--- config.mk ---
export PLATFORM = sky130hd
export DESIGN_NAME = mem_stage
export DESIGN_NICKNAME = d
export VERILOG_FILES = /design/src/rtl/mem_stage_pkg.sv /design/src/rtl/mem_align.sv /design/src/rtl/mem_stage.sv
export SDC_FILE = /design/constraint.sdc
export NUM_CORES = 1
export LEC_CHECK = 0
export ABC_AREA = 1
export BUFFER_PORTS_ARGS = -buffer_cell sky130_fd_sc_hd__buf_2
export CAP_MARGIN = 10
export CORE_AREA = 3 3 293 295
export CTS_CLUSTER_SIZE = 10
export DETAILED_ROUTE_END_ITERATION = 16
export DIE_AREA = 0 0 296 298
export GPL_ROUTABILITY_DRIVEN = 0
export MAX_ROUTING_LAYER = met4
export PLACE_DENSITY = 0.6
export REMOVE_ABC_BUFFERS = 1
export SKIP_CTS_REPAIR_TIMING = 1
export SYNTH_ARGS = -nofsm -noshare
export SYNTH_HDL_FRONTEND = slang
export SYNTH_HIERARCHICAL = 1
export SYNTH_SLANG_ARGS = --single-unit
--- constraint.sdc ---
create_clock -name clk -period 2.6 [get_ports clk]
set_input_delay 0.26 -clock clk [delete_from_list [all_inputs] [get_ports clk]]
set_output_delay 0.26 -clock clk [all_outputs]
set_load 0.02 [all_outputs]
--- src/rtl/mem_stage_pkg.sv ---
// Shared widths, opcode constants and opcode classification helpers for mem_stage.
package mem_stage_pkg;

    localparam int BUS_64   = 64;
    localparam int BUS_32   = 32;
    localparam int BUS_RIDX = 5;

    localparam logic [7:0] INST_ADD = 8'h01;
    localparam logic [7:0] INST_SUB = 8'h02;
    localparam logic [7:0] INST_LB  = 8'h20;
    localparam logic [7:0] INST_LH  = 8'h21;
    localparam logic [7:0] INST_LW  = 8'h22;
    localparam logic [7:0] INST_LD  = 8'h23;
    localparam logic [7:0] INST_LBU = 8'h24;
    localparam logic [7:0] INST_LHU = 8'h25;
    localparam logic [7:0] INST_LWU = 8'h26;
    localparam logic [7:0] INST_SB  = 8'h28;
    localparam logic [7:0] INST_SH  = 8'h29;
    localparam logic [7:0] INST_SW  = 8'h2A;
    localparam logic [7:0] INST_SD  = 8'h2B;

    function automatic logic is_load_op(input logic [7:0] opc);
        case (opc)
            INST_LB, INST_LH, INST_LW, INST_LD,
            INST_LBU, INST_LHU, INST_LWU: return 1'b1;
            default:                      return 1'b0;
        endcase
    endfunction

    function automatic logic is_store_op(input logic [7:0] opc);
        case (opc)
            INST_SB, INST_SH, INST_SW, INST_SD: return 1'b1;
            default:                            return 1'b0;
        endcase
    endfunction

    // Byte-enable pattern for an access starting at lane 0.
    function automatic logic [7:0] size_mask(input logic [7:0] opc);
        case (opc)
            INST_LB, INST_LBU, INST_SB: return 8'h01;
            INST_LH, INST_LHU, INST_SH: return 8'h03;
            INST_LW, INST_LWU, INST_SW: return 8'h0F;
            INST_LD, INST_SD:           return 8'hFF;
            default:                    return 8'h00;
        endcase
    endfunction

endpackage

--- src/rtl/mem_align.sv ---
// Byte-lane alignment for data-memory accesses: store mask/data shifting and
// load extraction with sign or zero extension.
module mem_align
    import mem_stage_pkg::*;
(
    input  logic [7:0]        opcode,
    input  logic [2:0]        offset,
    input  logic [BUS_64-1:0] store_data,
    input  logic [BUS_64-1:0] rdata,
    output logic [7:0]        wmask,
    output logic [BUS_64-1:0] wdata,
    output logic [BUS_64-1:0] load_data
);

    logic [5:0]        shamt;
    logic [BUS_64-1:0] shifted;

    assign shamt = {offset, 3'b000};

    // Lanes past byte 7 fall off the shift, truncating doubleword-crossing accesses.
    always_comb begin
        wmask   = size_mask(opcode) << offset;
        wdata   = store_data << shamt;
        shifted = rdata >> shamt;
        case (opcode)
            INST_LB:  load_data = {{56{shifted[7]}}, shifted[7:0]};
            INST_LH:  load_data = {{48{shifted[15]}}, shifted[15:0]};
            INST_LW:  load_data = {{32{shifted[31]}}, shifted[31:0]};
            INST_LBU: load_data = {56'd0, shifted[7:0]};
            INST_LHU: load_data = {48'd0, shifted[15:0]};
            INST_LWU: load_data = {32'd0, shifted[31:0]};
            default:  load_data = shifted;
        endcase
    end

endmodule

--- src/rtl/mem_stage.sv ---
// Memory-access pipeline stage: one executed instruction in, at most one dmem access,
// one result out. Define MEM_STAGE_MMIO_SKIP_EN to flag low-address accesses as skip-commit.
module mem_stage
    import mem_stage_pkg::*;
(
    input  logic                clk,
    input  logic                rst,
    input  logic                i_mem_executed_req,
    output logic                o_mem_executed_ack,
    input  logic [4:0]          i_mem_inst_type,
    input  logic [7:0]          i_mem_inst_opcode,
    input  logic [BUS_64-1:0]   i_mem_pc,
    input  logic [BUS_32-1:0]   i_mem_inst,
    input  logic [BUS_64-1:0]   i_mem_op1,
    input  logic [BUS_64-1:0]   i_mem_op2,
    input  logic [BUS_64-1:0]   i_mem_op3,
    input  logic [BUS_RIDX-1:0] i_mem_rd,
    input  logic                i_mem_rd_wen,
    input  logic [BUS_64-1:0]   i_mem_rd_wdata,
    input  logic                i_mem_nocmt,
    input  logic                i_mem_skipcmt,
    output logic                o_mem_dmem_req,
    input  logic                i_mem_dmem_ack,
    output logic                o_mem_dmem_wen,
    output logic [BUS_64-1:0]   o_mem_dmem_addr,
    output logic [BUS_64-1:0]   o_mem_dmem_wdata,
    output logic [7:0]          o_mem_dmem_wmask,
    input  logic [BUS_64-1:0]   i_mem_dmem_rdata,
    output logic                o_mem_memoryed_req,
    input  logic                i_mem_memoryed_ack,
    output logic [BUS_64-1:0]   o_mem_pc,
    output logic [BUS_32-1:0]   o_mem_inst,
    output logic [BUS_RIDX-1:0] o_mem_rd,
    output logic                o_mem_rd_wen,
    output logic [BUS_64-1:0]   o_mem_rd_wdata,
    output logic                o_mem_nocmt,
    output logic                o_mem_skipcmt
);

    typedef enum logic [1:0] {IDLE, MEM, DONE} state_t;

    state_t              state;
    logic [BUS_64-1:0]   pc_q;
    logic [BUS_32-1:0]   inst_q;
    logic [7:0]          opcode_q;
    logic [BUS_RIDX-1:0] rd_q;
    logic                rd_wen_q;
    logic [BUS_64-1:0]   rd_wdata_q;
    logic                nocmt_q;
    logic                skipcmt_q;
    logic [BUS_64-1:0]   addr_q;
    logic [BUS_64-1:0]   store_data_q;
    logic                load_q;
    logic                store_q;
    logic                dmem_req_q;
    logic                memoryed_req_q;

    logic [7:0]          align_wmask;
    logic [BUS_64-1:0]   align_wdata;
    logic [BUS_64-1:0]   align_load;
    logic                in_load;
    logic                in_store;
    logic                wb_fire;
    logic                skip_eff;
    logic [4:0]          unused_inst_type;

    assign unused_inst_type = i_mem_inst_type;
    assign in_load          = is_load_op(i_mem_inst_opcode);
    assign in_store         = is_store_op(i_mem_inst_opcode);

    mem_align u_align (
        .opcode     (opcode_q),
        .offset     (addr_q[2:0]),
        .store_data (store_data_q),
        .rdata      (i_mem_dmem_rdata),
        .wmask      (align_wmask),
        .wdata      (align_wdata),
        .load_data  (align_load)
    );

    // Upstream holds its fields only for the handshake cycle, so everything is latched here.
    always_ff @(posedge clk) begin
        if (rst) begin
            state          <= IDLE;
            dmem_req_q     <= 1'b0;
            memoryed_req_q <= 1'b0;
            pc_q           <= '0;
            inst_q         <= '0;
            opcode_q       <= '0;
            rd_q           <= '0;
            rd_wen_q       <= 1'b0;
            rd_wdata_q     <= '0;
            nocmt_q        <= 1'b0;
            skipcmt_q      <= 1'b0;
            addr_q         <= '0;
            store_data_q   <= '0;
            load_q         <= 1'b0;
            store_q        <= 1'b0;
        end else begin
            case (state)
                IDLE: begin
                    if (i_mem_executed_req) begin
                        pc_q         <= i_mem_pc;
                        inst_q       <= i_mem_inst;
                        opcode_q     <= i_mem_inst_opcode;
                        rd_q         <= i_mem_rd;
                        rd_wen_q     <= i_mem_rd_wen;
                        rd_wdata_q   <= i_mem_rd_wdata;
                        nocmt_q      <= i_mem_nocmt;
                        skipcmt_q    <= i_mem_skipcmt;
                        addr_q       <= i_mem_op1 + i_mem_op2;
                        store_data_q <= i_mem_op3;
                        load_q       <= in_load;
                        store_q      <= in_store;
                        if (in_load || in_store) begin
                            state      <= MEM;
                            dmem_req_q <= 1'b1;
                        end else begin
                            state          <= DONE;
                            memoryed_req_q <= 1'b1;
                        end
                    end
                end
                MEM: begin
                    if (i_mem_dmem_ack) begin
                        state          <= DONE;
                        dmem_req_q     <= 1'b0;
                        memoryed_req_q <= 1'b1;
                        if (load_q) begin
                            rd_wdata_q <= align_load;
                        end
                    end
                end
                DONE: begin
                    if (i_mem_memoryed_ack) begin
                        state          <= IDLE;
                        memoryed_req_q <= 1'b0;
                    end
                end
                default: state <= IDLE;
            endcase
        end
    end

`ifdef MEM_STAGE_MMIO_SKIP_EN
    assign skip_eff = skipcmt_q | ((load_q | store_q) & (addr_q < 64'h0000_0000_8000_0000));
`else
    assign skip_eff = skipcmt_q;
`endif

    assign o_mem_executed_ack = (state == IDLE) & ~rst;

    assign o_mem_dmem_req   = dmem_req_q;
    assign o_mem_dmem_wen   = dmem_req_q & store_q;
    assign o_mem_dmem_addr  = dmem_req_q ? addr_q : '0;
    assign o_mem_dmem_wdata = (dmem_req_q & store_q) ? align_wdata : '0;
    assign o_mem_dmem_wmask = (dmem_req_q & store_q) ? align_wmask : 8'h00;

    // Results are visible only during the write-back handshake cycle.
    assign o_mem_memoryed_req = memoryed_req_q;
    assign wb_fire            = memoryed_req_q & i_mem_memoryed_ack;
    assign o_mem_pc           = wb_fire ? pc_q : '0;
    assign o_mem_inst         = wb_fire ? inst_q : '0;
    assign o_mem_rd           = wb_fire ? rd_q : '0;
    assign o_mem_rd_wen       = wb_fire & rd_wen_q & ~store_q;
    assign o_mem_rd_wdata     = wb_fire ? rd_wdata_q : '0;
    assign o_mem_nocmt        = wb_fire & nocmt_q;
    assign o_mem_skipcmt      = wb_fire & skip_eff;

endmodule

==> results by stage, run 1 <==
Worst setup path:
- The worst setup path is captured at an output pin.
- Tracing the worst setup path back leads to its startpoint at addr_q[0].
- The worst setup path is launched from a register.
- The worst register-to-register path begins at addr_q[0].
- The register-to-register path setup slack is 360 ps.
- The critical path goes through clkinv_8 -> buf_4 -> clkbuf_16 -> nand2_1 -> nand2_1 -> o21ai_1 -> a31oi_1 -> inv_1 -> nor2_1 -> buf_2.
- Among cell families on the critical path, the largest total delay comes from buffers and inverters.
- The number of buffers and inverters on the critical path is 5.
- The data required time at the worst endpoint is 2340 ps.
- The highest cell delay on the worst timing path is around 390 ps.
- Along the worst path, the maximum fanout reaches 17.
- The destination of the worst register-to-register timing path is rd_wdata_q[46].
- The worst-case reg-to-reg path depth is 11.
- The data arrival time of the critical path is 2290 ps.
- The critical path capture point is o_mem_dmem_wdata[38].
- The standard cell with the maximum stage delay on the critical path is sky130_fd_sc_hd__dfxtp_4.
- The critical path is of the reg -> out type.
- The number of logic stages on the critical path including buffering is 10.
- The cell that appears most often on the critical path is sky130_fd_sc_hd__nand2_1.

Synthesis:
- The synthesized flop and latch total is 310.
- After technology mapping, the gate count stands at 4210.
- The number of different library cells in the post-synthesis netlist is 42.
- The total number of yosys warnings is 6.
- The synthesized area divided by synthesized cell count is between 5 and 6 µm².
- In the synthesized netlist the async set-or-reset flop fraction comes to 0.
- In the synthesized netlist the dominant register cell turns out to be sky130_fd_sc_hd__dfxtp_1.
- Counting flops with a built-in enable in the synthesized netlist gives 0.
- The synthesized cell area is 23330 µm².
- The portion of the post-synthesis area used by sequential elements is 0.2660.

GRT:
- The first global-routing pass estimated between 150000 and 200000 µm of wire.
- Entering global routing, the biggest net connects 200 pins.
- The number of global-route vias before repair is between 20000 and 30000.
- The global-route usage over all layers is 0.2300.
- The met3 layer usage reported by global route is 0.04197.
- The met2 usage is 0.3716.
- The total overflow left after global routing is 0.
- The busiest metal layer after global routing is met2.
- The initial antenna violation count came to 18.
- The met1 routing resource usage after global routing is 0.2857.

Clock tree:
- CTS built an H-tree with a depth of 2.
- Clock-pin slew was measured on the worst setup and hold paths at 60 ps.
- The TritonCTS clock tree is built.
- The number of clock sinks seen by CTS is 310.
- No sink is reached through more buffers than the 3 on the longest clock path.
- The worst-skew pair later-pin latency is 580 ps.
- The cell chosen for the clock root is sky130_fd_sc_hd__clkbuf_16.
- Clock tree synthesis inserted a total of 42 buffers.

Drt:
- The first routing iteration left 2649 violations.
- Before antenna repair, the detailed router went through 6 iterations.
- Using the TritonRoute via totals, the vias-per-cell ratio works out to between 4 and 5.
- The final route contains 29220 vias.
- The number of remaining DRC errors is 0.
- The detail route stage leaves a number of antenna-violating nets equal to 0.
- The average detailed-routed wire length per instance is 17.68 µm.
- For this block, the routed nets add up to 108600 µm of wire.

Die:
- The horizontal extent of the die is ~300 µm.
- The initial utilization of the core area, before any placement, comes to 0.2797.
- The row count is 106.
- The placeable core region is 83420 µm².
- The die span in y is about 300 µm.
- The die covers 88210 µm².
- 750 I/O pins were placed.

Timing:
- The total negative slack is 0 ps.
- For the finished layout, the period the worst path requires is 2547 ps.
- The achievable frequency is 0.3925 GHz.
- The final hold violation count is 22.
- Setup repair after global routing could not meet its margin everywhere.
- The max-slew violation count is 0.
- The part of the cycle the worst path needs is 0.9798.
- The transition time of the tightest slew-check pin is 914.3 ps.
- The worst-case clock skew is 30.37 ps.
- The final-report setup violation count is 0.
- The max-slew headroom at the worst pin is 0.3905.
- Across all hold checks on the routed design, the worst slack comes to -35.18 ps.

Worst hold path:
- The path category of the worst min-delay check is in -> reg.

Flow run:
- The tool flagged a number of max-cap violations equal to 0.

Cells and area:
- The layout cell share with drive strength beyond 1 is 0.1876.
- From synthesis to final layout, the design area changed by 35.45%.
- At the end of the flow, the number of nets in the layout was 5527.

Pwr:
- The worst supply voltage drop on vdd is ~0.39 mV.
- The power per cell area is 515.1 nW/µm².
- The leakage dissipation is 17.63 nW.

Placement:
- During placement, the flow inserted port buffers numbering 744.
- The half-perimeter wire length of the detailed placement result is 80150 µm.

Status:
- The flow ran to the end, but the final reports show violations.
- The final reports fail on negative hold slack.
-- power by group --
part,internal [mW],total [mW],switching (mW),leakage (nW)
combinational,1.84,4.99,3.15,14.4
clock,3.47,5.83,2.36,0.648
sequential,5.21,5.46,0.248,2.57
total,10.5,16.3,5.76,17.6
-- kinds of logic after synthesis --
| kind of cell | after synthesis | share of synthesized area |
|---|---|---|
| compound gates | 705 | 0.1602 |
| xor+xnor | 29 | 0.01089 |
| fa+ha+maj | 64 | 0.03464 |
| buf+inv | 976 | 0.1645 |
| flops | 310 | 0.2660 |
| simple gates | 2126 | 0.3639 |
-- cells in the final DEF, fill, tap and decap left out, drive strengths merged, types with 4 or more instances in the layout --
master and n:
a211oi 10, a21oi 187, a31oi 74, buf 817, clkbuf 63, clkinv 10
dfxtp 310, diode 17, dlygate4sd3 171, ha 63, inv 744, nand2 1188
nand3 168, nand3b 6, nand4 41, nor2 684, nor3 18, nor4 5
o2111ai 4, o211ai 18, o21ai 402, o21bai 4, or2 14, xor2 27
-- through the flow --
stage	util	power (mW)	setup WS [ps]	instance area [µm²]	std cells
after floorplan	-	8.390	-2683	22310	3984
after global placement	0.3382	10.10	70.50	28210	5874
after detailed placement	0.3382	10.13	62.18	28210	5874
after CTS	0.3542	16.08	-131.7	29550	5940
after global routing	0.3788	17.25	-79.98	31600	6138
final	0.3789	16.28	52.52	31610	6140
-- registers in the layout (all words and copies together), names as in the netlist --
name and count:
o_mem_dmem_req 1, state 2, opcode_q 8, store_q 1, inst_q 32, load_q 1
addr_q 64, nocmt_q 1, skip_eff 1, o_mem_memoryed_req 1, rd_wdata_q 64, pc_q 64
store_data_q 64, rd_q 5, rd_wen_q 1
-- cell usage after synthesis, types with 27 or more instances --
master,n,share of area
sky130_fd_sc_hd__clkbuf_1,132,0.021
sky130_fd_sc_hd__xor2_1,27,0.010
sky130_fd_sc_hd__inv_1,735,0.12
sky130_fd_sc_hd__o21ai_1,65,0.014
sky130_fd_sc_hd__nand4_1,41,0.011
sky130_fd_sc_hd__nand2_1,1183,0.19
sky130_fd_sc_hd__a21oi_1,187,0.040
sky130_fd_sc_hd__nand3_1,167,0.036
sky130_fd_sc_hd__o21ai_0,337,0.072
sky130_fd_sc_hd__dfxtp_1,310,0.27
sky130_fd_sc_hd__a31oi_1,74,0.020
sky130_fd_sc_hd__ha_1,63,0.034
sky130_fd_sc_hd__buf_2,55,0.012
sky130_fd_sc_hd__nor2_1,673,0.11
-- worst min-delay path by stage --
stage                 startpoint               to  slack, ps  depth (start not counted)
finish              i_mem_pc[12]         pc_q[12]        -40                          3
global route        i_mem_pc[13]         pc_q[13]        -20                          3
CTS                 i_mem_op3[4]  store_data_q[4]       -130                          3
detailed placement      pc_q[33]         pc_q[33]        440                          2
global placement        pc_q[20]         pc_q[20]        440                          2
floorplan                    rst         state[0]        330                          1
-- worst register-to-register path: cells and delay by family, from the launching register on --
family	cells	cell delay, ps
simple gates	6	790
compound gates	2	350
flops	1	390
buf+inv	3	590
-- cell type report --
cell class	instances	area [µm²]
diodes	17	42.54
clock buffers	58	1192
clock inverters	8	140.1
fillers	9213	51820
inverters	750	2846
multi-input cells	2924	13350
flip-flops and latches	310	6213
well taps	1080	1351
repair buffers	993	6467
-- layer usage --
layer | vias to the layer above | routed length (µm)
li1 | 14600 | -
met1 | 13210 | 46280
met2 | 1217 | 50020
met3 | 191 | 8339
met4 | 0 | 3924
met5 | - | 0
Power figures use the tool's default switching activity.
==> run 2: changes to the inputs <==
--- a/config.mk
+++ b/config.mk
@@ -9,3 +9,3 @@
 export BUFFER_PORTS_ARGS = -buffer_cell sky130_fd_sc_hd__buf_2
-export CAP_MARGIN = 10
+export CAP_MARGIN = 20
 export CORE_AREA = 3 3 293 295
==> constraint.sdc (replaced) <==
create_clock -name clk -period 2.6 [get_ports clk]
set_input_delay 0.39 -clock clk [delete_from_list [all_inputs] [get_ports clk]]
set_output_delay 0.39 -clock clk [all_outputs]
set_load 0.02 [all_outputs]
==> results by stage, run 2 (synthesis results as in run 1) <==
GRT:
- The initial antenna violation count is 28 (was 18).
- The number of global-route vias before repair is 25710 (was 25510).
- The global-route usage over all layers is 0.2296 (was 0.2300).
- The pin count of the biggest net entering global routing is 176 (was 200).
- The global-route wire length before repair was 153100 µm (was 153300 µm).
- The remaining global-route overflow was 0 (unchanged).

Status:
- Status: complete, but fails checks (unchanged).
- Violated checks: negative setup slack (was negative hold slack).

Timing:
- The transition time of the tightest slew-check pin is 844.1 ps (was 914.3 ps).
- The final hold violation count came to 0 (was 22).
- The worst-case clock skew came to 24.47 ps (was 30.37 ps).
- The max-slew headroom at the worst pin is 0.4373 (was 0.3905).
- The total negative slack is -102.8 ps (was 0 ps).
- The max-slew violation count is 0 (unchanged).
- The final-report setup violation count is 5 (was 0).
- The setup slack after layout came to -40.74 ps (was 52.52 ps).
- The achievable frequency came to 0.3787 GHz (was 0.3925 GHz).
- Unrepaired setup endpoints after global routing: yes (unchanged).
- The clock period minus worst slack was 2641 ps (was 2547 ps).
- The part of the cycle the worst path needs is 1.016 (was 0.9798).

Cells and area:
- Most frequent cells in the layout: 1171 x sky130_fd_sc_hd__nand2_1, 733 x sky130_fd_sc_hd__inv_1, 711 x sky130_fd_sc_hd__buf_2 (was 1179 x sky130_fd_sc_hd__nand2_1, 736 x sky130_fd_sc_hd__buf_2, 734 x sky130_fd_sc_hd__inv_1).
- The filler cell count in the final layout came to 9386 (was 9213).
- The footprint of the flip-flops and latches is 6217 µm² (was 6213 µm²).
- The utilization after layout is 0.3641 (was 0.3789).
- The area added between synthesis and finish is 30.18% (was 35.45%).
- The layout cell share with drive strength beyond 1 came to 0.2044 (was 0.1876).
- The leading cell type in the layout, fill and taps excluded was sky130_fd_sc_hd__nand2_1 (unchanged).
- The final net count came to 5374 (was 5527).
- The area taken by multi-input logic gates is 13480 µm² (was 13350 µm²).

Clock tree:
- The clock-pin transition on the worst setup and hold timing paths is 60 ps (about the same).
- The cell chosen for the clock root is sky130_fd_sc_hd__clkbuf_16 (unchanged).
- The buffer depth of the longest clock path came to 3 (unchanged).
- The number of clock buffers inserted by TritonCTS is 42 (unchanged).
- The TritonCTS clock tree was built (unchanged).
- The worst-skew pair later-pin latency is 580 ps (about the same).
- The number of clock sinks seen by CTS is 310 (unchanged).
- The H-tree depth is 2 (unchanged).

Worst setup path:
- The type of the worst setup path is reg -> out (unchanged).
- The beginning of the worst register-to-register path is addr_q[0] (unchanged).
- The highest cell delay on the worst timing path is 450 ps (was 390 ps).
- Cell Chain, Critical Path: clkinv_8 -> buf_12 -> nand2_1 -> nand2_1 -> o21ai_0 -> o21ai_0 -> inv_1 -> nor2_1 -> buf_2 (was clkinv_8 -> buf_4 -> clkbuf_16 -> nand2_1 -> nand2_1 -> o21ai_1 -> a31oi_1 -> inv_1 -> nor2_1 -> buf_2).
- The endpoint kind of the worst setup timing path is an output pin (unchanged).
- The register-to-register path setup slack is 70 ps (was 360 ps).
- The worst-case reg-to-reg path depth is 11 (unchanged).
- The startpoint class of the critical path is a register (unchanged).
- The standard cell with the maximum stage delay on the critical path is sky130_fd_sc_hd__dfxtp_4 (unchanged).
- The destination of the worst register-to-register timing path is rd_wdata_q[14] (was rd_wdata_q[46]).
- The largest fanout on the critical path is 14 (was 17).
- The start point of the critical path is addr_q[0] (unchanged).
- The data arrival time of the critical path was 2250 ps (was 2290 ps).
- The data required time at the worst endpoint came to 2210 ps (was 2340 ps).
- The cell class contributing the biggest share of worst-path delay is buffers and inverters (unchanged).
- The total buffers and inverters traversed by the critical path is 4 (was 5).

Pwr:
- The overall power of the completed layout is 16.17 mW (was 16.28 mW).
- The leakage dissipation is 17.07 nW (was 17.63 nW).
- The worst supply voltage drop on vdd is 0.4327 mV (was 0.3945 mV).
- The power per cell area is 532.3 nW/µm² (was 515.1 nW/µm²).

Drt:
- The detailed-routing iteration count for the pre-antenna-repair pass came to 5 (was 6).
- The number of remaining DRC errors is 0 (unchanged).
- The average detailed-routed wire length per instance is 17.89 µm (was 17.68 µm).
- The number of nets with antenna violations after routing was 0 (unchanged).
- The number of DRC violations after detailed-routing iteration 0 is 2371 (was 2649).
- The via count of the routed design is 28620 (was 29220).
- The routed wire length is 107300 µm (was 108600 µm).
- The average vias per placed instance was 4.772 (was 4.759).

Die:
- The horizontal extent of the die is 296 µm (unchanged).
- The row count is 106 (unchanged).
- The number of I/O pins is 750 (unchanged).
- The die footprint is 88210 µm² (unchanged).
- The die span in y was 298 µm (unchanged).
- The starting density of the core is 0.2797 (unchanged).
- The placeable core region came to 83420 µm² (unchanged).

Placement:
- The setup slack after placement is -37.96 ps (was 62.18 ps).
- The count of buffers from port buffering was 744 (unchanged).
- The half-perimeter wire length of the detailed placement result came to 79930 µm (was 80150 µm).

Worst hold path:
- The worst hold endpoint is store_data_q[40] (was pc_q[12]).
- The hold path depth came to 3 (unchanged).
- The startpoint of the lowest-slack hold path is i_mem_op3[40] (was i_mem_pc[12]).
- The path category of the worst min-delay check is in -> reg (unchanged).

Flow run:
- The number of max-cap violations is 0 (unchanged).
[run 2: cell types whose count changed in the layout (fill, tap and decap cells not counted), moves of 5 or more]
cell and change:
sky130_fd_sc_hd__dlygate4sd3_1 -171, sky130_fd_sc_hd__a211oi_1 -5, sky130_fd_sc_hd__nand2_2 +8, sky130_fd_sc_hd__buf_2 -25, sky130_fd_sc_hd__o21ai_0 -15, sky130_fd_sc_hd__a211oi_2 +5, sky130_fd_sc_hd__buf_4 +26, sky130_fd_sc_hd__buf_6 +7
sky130_fd_sc_hd__nand2_1 -8, sky130_fd_sc_hd__diode_2 +7, sky130_fd_sc_hd__buf_12 +6, sky130_fd_sc_hd__o21ai_1 +8, sky130_fd_sc_hd__o21ai_2 +7
[run 2: area by class of cell]
class	count	area share
Timing Repair inverter	2	0.0006590
Clock inverter	10	0.003625
Antenna cell	24	0.001977
Sequential cell	310	0.2047
Inverter	750	0.09379
Timing Repair Buffer	838	0.1668
Clock buffer	59	0.04037
Multi-Input combinational cell	2924	0.4436
Tap cell	1080	0.04448
[run 2: how the worst max path moves through the flow]
stage                                end  cells past startpoint
global route        o_mem_dmem_wdata[57]                     10
detailed placement            addr_q[56]                     16
floorplan                 rd_wdata_q[32]                      9
global placement              addr_q[40]                     16
CTS                 o_mem_dmem_wdata[63]                      9
finish              o_mem_dmem_wdata[63]                      9
[run 2: worst register-to-register path, delay by kind of cell, from the launching register on]
family | cells | cell delay [ps]
compound gates | 2 | 380
simple gates | 6 | 1170
buf+inv | 3 | 490
flops | 1 | 450
[run 2: through the flow]
| stage | hold slack, ps | cell area (µm²) | instances |
|---|---|---|---|
| 6_report | 36.11 | 30380 | 5997 |
| 2_1_floorplan | 432.1 | 22310 | 3984 |
| 3_5_place_dp | 441.2 | 28220 | 5873 |
| 5_1_grt | 40.38 | 30370 | 5996 |
| 3_3_place_gp | 438.6 | 28220 | 5873 |
| 4_1_cts | -1.831 | 29560 | 5942 |
[run 2: layer usage]
layer	part of all wire	vias to the layer above	GRT usage
li1	-	14310	-
met1	0.43	13000	0.2858
met2	0.46	1129	0.3734
met3	0.078	183	0.03727
met4	0.033	0	0.08494
met5	0	-	-
[run 2: where the power goes]
group          internal, mW  leakage (nW)  switching, mW
Combinational          1.76          13.8           3.17
Clock                  3.37         0.651           2.41
Sequential             5.21          2.57          0.247
Total                  10.3          17.1           5.83
